--- src/rtl/bbox_engine.sv ---
// Screen-space bounding box of one primitive: min/max over NUM_VERT fixed-point
// vertices, rounded half-up to integer pixels, clamped to the screen, culled if off-screen.
module bbox_engine #(
  parameter int COORD_W  = 16,
  parameter int FRAC_W   = 6,
  parameter int NUM_VERT = 3,
  parameter int SCREEN_W = 640,
  parameter int SCREEN_H = 480,
  localparam int INT_W   = COORD_W - FRAC_W
) (
  input  logic               CLK,
  input  logic               RST,
  input  logic               clear,
  input  logic               in_valid,
  output logic               in_ready,
  input  logic [COORD_W-1:0] in_x,
  input  logic [COORD_W-1:0] in_y,
  output logic               out_valid,
  input  logic               out_ready,
  output logic [INT_W-1:0]   xmin,
  output logic [INT_W-1:0]   xmax,
  output logic [INT_W-1:0]   ymin,
  output logic [INT_W-1:0]   ymax,
  output logic               culled,
  output logic [7:0]         prim_id
);

  localparam int CNT_W = (NUM_VERT > 1) ? $clog2(NUM_VERT) : 1;
  localparam logic [CNT_W-1:0] LAST = CNT_W'(NUM_VERT - 1);
  localparam logic [INT_W-1:0] XLIM = INT_W'(SCREEN_W - 1);
  localparam logic [INT_W-1:0] YLIM = INT_W'(SCREEN_H - 1);

  typedef enum logic [1:0] {COLLECT, ROUND, HOLD} state_t;

  state_t             state_q;
  logic [CNT_W-1:0]   cnt_q;
  logic [COORD_W-1:0] xlo_q, xhi_q, ylo_q, yhi_q;
  logic [COORD_W-1:0] xlo_d, xhi_d, ylo_d, yhi_d;
  logic [INT_W-1:0]   xmin_q, xmax_q, ymin_q, ymax_q;
  logic [INT_W-1:0]   xmin_d, xmax_d, ymin_d, ymax_d;
  logic [INT_W-1:0]   rxlo, rxhi, rylo, ryhi;
  logic               culled_q, culled_d, out_valid_q;
  logic [7:0]         prim_id_q;

  // Half-up rounding at INT_W+1 bits; a carry out saturates to the top pixel code.
  function automatic logic [INT_W-1:0] rnd(input logic [COORD_W-1:0] v);
    logic [INT_W:0] r;
    r = {1'b0, v[COORD_W-1:FRAC_W]} + {{INT_W{1'b0}}, v[FRAC_W-1]};
    return r[INT_W] ? {INT_W{1'b1}} : r[INT_W-1:0];
  endfunction

  function automatic logic [INT_W-1:0] clamp(input logic [INT_W-1:0] v,
                                             input logic [INT_W-1:0] lim);
    return (v > lim) ? lim : v;
  endfunction

  always_comb begin
    xlo_d = xlo_q;
    xhi_d = xhi_q;
    ylo_d = ylo_q;
    yhi_d = yhi_q;
    // First vertex seeds all accumulators; ties keep the stored value.
    if (cnt_q == '0 || in_x < xlo_q) xlo_d = in_x;
    if (cnt_q == '0 || in_x > xhi_q) xhi_d = in_x;
    if (cnt_q == '0 || in_y < ylo_q) ylo_d = in_y;
    if (cnt_q == '0 || in_y > yhi_q) yhi_d = in_y;
  end

  always_comb begin
    rxlo     = rnd(xlo_q);
    rxhi     = rnd(xhi_q);
    rylo     = rnd(ylo_q);
    ryhi     = rnd(yhi_q);
    xmin_d   = clamp(rxlo, XLIM);
    xmax_d   = clamp(rxhi, XLIM);
    ymin_d   = clamp(rylo, YLIM);
    ymax_d   = clamp(ryhi, YLIM);
    culled_d = (rxlo > XLIM) || (rylo > YLIM);
  end

  // HOLD spends one cycle settling before raising out_valid, giving a
  // two-edge latency from the last vertex accept.
  always_ff @(posedge CLK or posedge RST) begin
    if (RST) begin
      state_q     <= COLLECT;
      cnt_q       <= '0;
      xlo_q       <= '0;
      xhi_q       <= '0;
      ylo_q       <= '0;
      yhi_q       <= '0;
      xmin_q      <= '0;
      xmax_q      <= '0;
      ymin_q      <= '0;
      ymax_q      <= '0;
      culled_q    <= 1'b0;
      out_valid_q <= 1'b0;
      prim_id_q   <= '0;
    end else if (clear) begin
      state_q     <= COLLECT;
      cnt_q       <= '0;
      out_valid_q <= 1'b0;
    end else begin
      case (state_q)
        COLLECT: if (in_valid) begin
          xlo_q <= xlo_d;
          xhi_q <= xhi_d;
          ylo_q <= ylo_d;
          yhi_q <= yhi_d;
          if (cnt_q == LAST) begin
            cnt_q   <= '0;
            state_q <= ROUND;
          end else begin
            cnt_q <= cnt_q + 1'b1;
          end
        end
        ROUND: begin
          xmin_q   <= xmin_d;
          xmax_q   <= xmax_d;
          ymin_q   <= ymin_d;
          ymax_q   <= ymax_d;
          culled_q <= culled_d;
          state_q  <= HOLD;
        end
        HOLD: begin
          if (!out_valid_q) begin
            out_valid_q <= 1'b1;
          end else if (out_ready) begin
            out_valid_q <= 1'b0;
            state_q     <= COLLECT;
            prim_id_q   <= prim_id_q + 8'd1;
          end
        end
        default: state_q <= COLLECT;
      endcase
    end
  end

  assign in_ready  = (state_q == COLLECT);
  assign out_valid = out_valid_q;
  assign xmin      = xmin_q;
  assign xmax      = xmax_q;
  assign ymin      = ymin_q;
  assign ymax      = ymax_q;
  assign culled    = culled_q;
  assign prim_id   = prim_id_q;

endmodule

--- config.mk ---
export PLATFORM = sky130hd
export DESIGN_NAME = bbox_engine
export DESIGN_NICKNAME = d
export VERILOG_FILES = /design/src/rtl/bbox_engine.sv
export SDC_FILE = /design/constraint.sdc
export NUM_CORES = 1
export LEC_CHECK = 0
export CORE_UTILIZATION = 50
export CTS_CLUSTER_SIZE = 8
export DETAILED_ROUTE_END_ITERATION = 16
export PLACE_DENSITY = 0.76
export SETUP_SLACK_MARGIN = 0.5
export SYNTH_ARGS = -nofsm -noshare
export SYNTH_HDL_FRONTEND = slang
export SYNTH_SLANG_ARGS = --single-unit
--- constraint.sdc ---
create_clock -name CLK -period 7.9 [get_ports CLK]
set_clock_uncertainty 0.2 [all_clocks]
set_input_delay 1.185 -clock CLK [delete_from_list [all_inputs] [get_ports CLK]]
set_output_delay 1.185 -clock CLK [all_outputs]
set_load 0.005 [all_outputs]
[Yosys cells after proc, flatten, opt, wreduce, memory -nomap -nowiden]
Index checks and enable logic that the tools add are counted.
Storage, ports and cells
  register bits after elaboration: 118
  output and inout bits: 51
Cells by class
  add/subtract/negate cells: 6
  order comparisons: 8
  eq/ne operators: 7
  muxes and demuxes: 22
  bitwise operators: 1
  reduce and logical (&&, ||, !) cells: 18
Operator list (number)
  $mux W10: 8
  $add A10 B1 Y11: 4
  $gt A16 B16 Y1: 2
  $lt A16 B16 Y1: 2
  $reduce_and A4 Y1: 6
  $gt A10 B10 Y1 const B: 2
  $gt A10 B9 Y1 const B: 2
  $mux W2: 9
  $ne A3 B3 Y1 const B: 3
  $add A8 B1 Y8 const B: 1
  $pmux W2 S3: 1
  $reduce_bool A2 Y1: 3
  $logic_or A1 B1 Y1: 5
  $eq A2 B2 Y1 const B: 2
  $logic_not A2 Y1: 2
  $mux W1: 4
  $reduce_and A2 Y1: 2
  $ne A3 B2 Y1 const B: 1
  $add A2 B1 Y2 const B: 1
  $eq A2 B1 Y1 const B: 1
  $not A1 Y1: 1

[Depth between registers and ports, before layout]
  word-level depth: 5
  depth in mapped cells: 10
  depth with buffers taken out: 7

[Worst setup path after synthesis]
OpenSTA, ideal clock, no wires.
  path type: in2reg
  start point: in in_y[15]
  end point: reg ylo_q[0]
  arrival time: 2.740 ns
  required time: 7.575 ns
  setup slack: 4.836 ns
  cell stages on the path: 7
  path buffers: 1
  cells stage by stage: ha_1 > nand4_1 > nor4_1 > o21ai_0 > o21ai_2 > buf_6 > mux2_2
On the way
  word-level cells in the longest chain between the ends: 3
Ends and longest elaborated chain
  from (decl): RTL line 17  | input logic [COORD_W-1:0] in_y,
  $lt A16 B16 Y1: RTL line 65  | if (cnt_q == '0 || in_y < ylo_q) ylo_d = in_y;
  $logic_or A1 B1 Y1: RTL line 65
  $reduce_and A4 Y1 (no line)
  to (signal assigned): RTL line 107  | ylo_q <= ylo_d;
  to (decl): RTL line 37  | logic [COORD_W-1:0] xlo_q, xhi_q, ylo_q, yhi_q;
No other way between the ends.
A chain may end at the register's enable or synchronous reset.

[Final worst setup path]
  start point: in in_y[9]
  end point: reg yhi_q[15]
On the way
  word-level cells in the longest chain between the ends: 3
Ends and longest elaborated chain
  $gt A16 B16 Y1: RTL line 66  | if (cnt_q == '0 || in_y > yhi_q) yhi_d = in_y;
  $logic_or A1 B1 Y1: RTL line 66
  $reduce_and A4 Y1 (no line)
  to (signal assigned): RTL line 108  | yhi_q <= yhi_d;
  to (decl): RTL line 37
No other way between the ends.

==> impl_metrics.yaml <==
critical_path:
  critPathCaptureType: "flip-flop"
  worstPathArrival_ns: 4.12
  worstPathMaxFanout: 17
  worst_r2r_startpoint: "xhi_q[15]"
  required_ns: 7.96
  startpoint_type: "input port"
  r2r_end: "xhi_q[14]"
  crit_path_max_incr_delay_ns: 0.87
  cp_slowest_cell: "and4b_1"
  crit_type: "input port to flip-flop"
  r2r_slack_ns: 4.56
  ff2ff_path_depth: 7
  worstPathCellList: "clkdlybuf4s50_1 -> ha_1 -> a21oi_1 -> nor3_1 -> nor4_4 -> and4b_1 -> o211ai_1"
finish:
  drive_above_1_share_pct: 12.5
  diodes: 0
  final_area_mm2: 0.00932
  fin_nets: 1011
  fillers: 1279
  syn_to_final_growth_pct: 20.0
  stdcell_count: 1103
sta:
  slew_violations: 0
  fmax_mhz: 246
  worstMarginPinSlew_ns: 1.10
  hold_viol: 0
  setup_viol_count_final: 0
  finalCritPeriodShare_pct: 51.5
  hold_slack_ns: 0.273
  rsz0062_at_grt: "false"
  max_slew_margin_pct: 26.9
  finalCriticalPeriod_ns: 4.07
  fin_setup_tns_ns: 0
global_routing:
  grt_max_degree: 66
  gr-total-overflow: 0
  grt_pass1_vias: 6451
  grt.total_usage_pct: 26.2
  antenna_found_initial: 0
  grt_pass1_wl_mm: 32.9
drt:
  ant_nets: 0
  viasPerCell: 6.01
  wire_per_inst_um: 18.0
  via_count: 6634
  drc: 0
  drt_iter0_drc: 683
  drtPass1Iterations: 5
  wl_mm: 19.8
synthesis:
  ys_top_cells_by_count: "dfrtp_1 (118), nand2_1 (113), ha_1 (71), nor2_1 (71), inv_1 (65)"
  avgSynthCellArea_um2: 9.46
  synth_top_area_share_pct: 38.0
  synth_edf_count: 0
  ys_types: 61
  synth_ff_type: "dfrtp_1"
  synth_area_mm2: 0.00776
  yosysWarnings: 0
  synth_most_common_cell: "dfrtp_1"
  syn-instance-count: 821
  synthTopCellsByArea: "dfrtp_1 (38%), ha_1 (11%), nand2_1 (5.5%)"
  async_flop_share_pct: 100
  yosysSeqAreaShare_pct: 38.0
  synth_fp_nets: 929
  ys_ff_latch: 118
  yosysTopAreaCell: "dfrtp_1"
worst_hold_path:
  hold_path_class: "flip-flop to flip-flop"
  whs_endpoint: "prim_id[7]"
  hp-start: "prim_id[7]"
  min_path_cells: 1
clock_tree:
  cts_tree: "yes"
  cts_resized: 0
  clk_pin_slew_ns: 0.06
  cts_setup_buffers: 0
  cts_root_buffer: "clkbuf_16"
  postCtsHoldBufs: 0
  clk_latency_ns: 0.41
  clock_path_buffers: 2
  clock-sinks: 118
  ctsHtreeMaxLevel: 4
  numCtsBuffers: 17
placement:
  io_buffers: 87
  post-place-cells: 1072
  place_area_mm2: 0.00876
  dp_hpwl_mm: 14.6
  gp_congestion: 0.930
die:
  dieArea_mm2: 0.0160
  die_width_um: 127
  initial_core_util_pct: 51.1
  dieHeight_um: 127
  num_io_pins: 88
  core_area_mm2: 0.0152
  row_count: 45
run:
  maxCapViolCount: 0
power:
  p_leak_nw: 4.18
  ir_worst_vdd_v: 0.000168
  power_mw: 2.75
  p_per_area_mw_per_mm2: 295
status:
  status: "finished clean"
-- worst max-delay path, delay by kind of cell --
family                   cells  cell delay, ns
adder cells (fa/ha/maj)      1            0.37
buffers and inverters        1            0.51
AO/OA/AOI/OAI                2            0.38
AND/OR/NAND/NOR              3            1.67
-- worst max-delay path by stage --
| stage | start | to | cells past startpoint |
|---|---|---|---|
| global placement | in_y[15] | yhi_q[13] | 7 |
| floorplan | RST | cnt_q[0] | 1 |
| finish | in_y[9] | yhi_q[15] | 7 |
| global route | in_y[9] | yhi_q[13] | 7 |
| detailed placement | in_y[15] | yhi_q[15] | 7 |
| CTS | in_y[15] | yhi_q[15] | 7 |
-- metrics by stage --
stage	worst slack [ns]	util, %
after detailed placement	3.46	57.6
after CTS	3.89	61.3
after global placement	3.54	57.6
after global routing	3.63	61.3
final	3.83	61.3
after floorplan	3.39	-
-- routing by layer --
metal  vias to the layer above  GRT usage [%]  share of wire (%)
met4                         0           9.07                2.3
li1                       3151              -                  -
met5                         -              0                  0
met1                      3167           34.7                 42
met2                       279           43.0                 49
met3                        37           5.23                6.7
-- cells in the final DEF, fill, tap and decap left out, types with 23 or more instances in the layout --
master,instances
a21oi_1,35
clkdlybuf4s50_1,87
dfrtp_1,118
ha_1,71
inv_1,64
mux2_2,23
nand2_1,113
nand4_1,44
nor2_1,71
o21ai_0,24
-- kinds of logic (layout without fill, tap and decap cells) --
family,Yosys count,count (layout),synth area share [%]
AND/OR/NAND/NOR,313,313,20.5
AO/OA/AOI/OAI,167,167,16.7
flip-flops,118,118,38.0
buffers and inverters,95,189,5.22
adder cells (fa/ha/maj),71,71,11.4
multiplexers,36,36,5.66
XOR/XNOR,21,21,2.37
-- final cells by class --
cell class	count	area (µm²)	share of cell area [%]
Multi-Input combinational cell	608	4410	47.4
Sequential cell	118	2950	31.7
Timing Repair Buffer	93	916	9.83
Clock buffer	22	474	5.09
Inverter	65	246	2.65
Tap cell	188	235	2.53
Clock inverter	9	77.6	0.833
-- registers in the layout, indices dropped and copies added (netlist names) --
register and flops:
xmax 10, culled 1, state_q 2, xhi_q 16
ymin 10, ymax 10, ylo_q 16, yhi_q 16
xmin 10, prim_id 8, cnt_q 2, out_valid 1
xlo_q 16
-- power by group --
part           switching, mW  internal [mW]
sequential             0.185          0.776
combinational          0.568          0.492
clock                  0.274          0.452
Power figures use the tool's default switching activity.
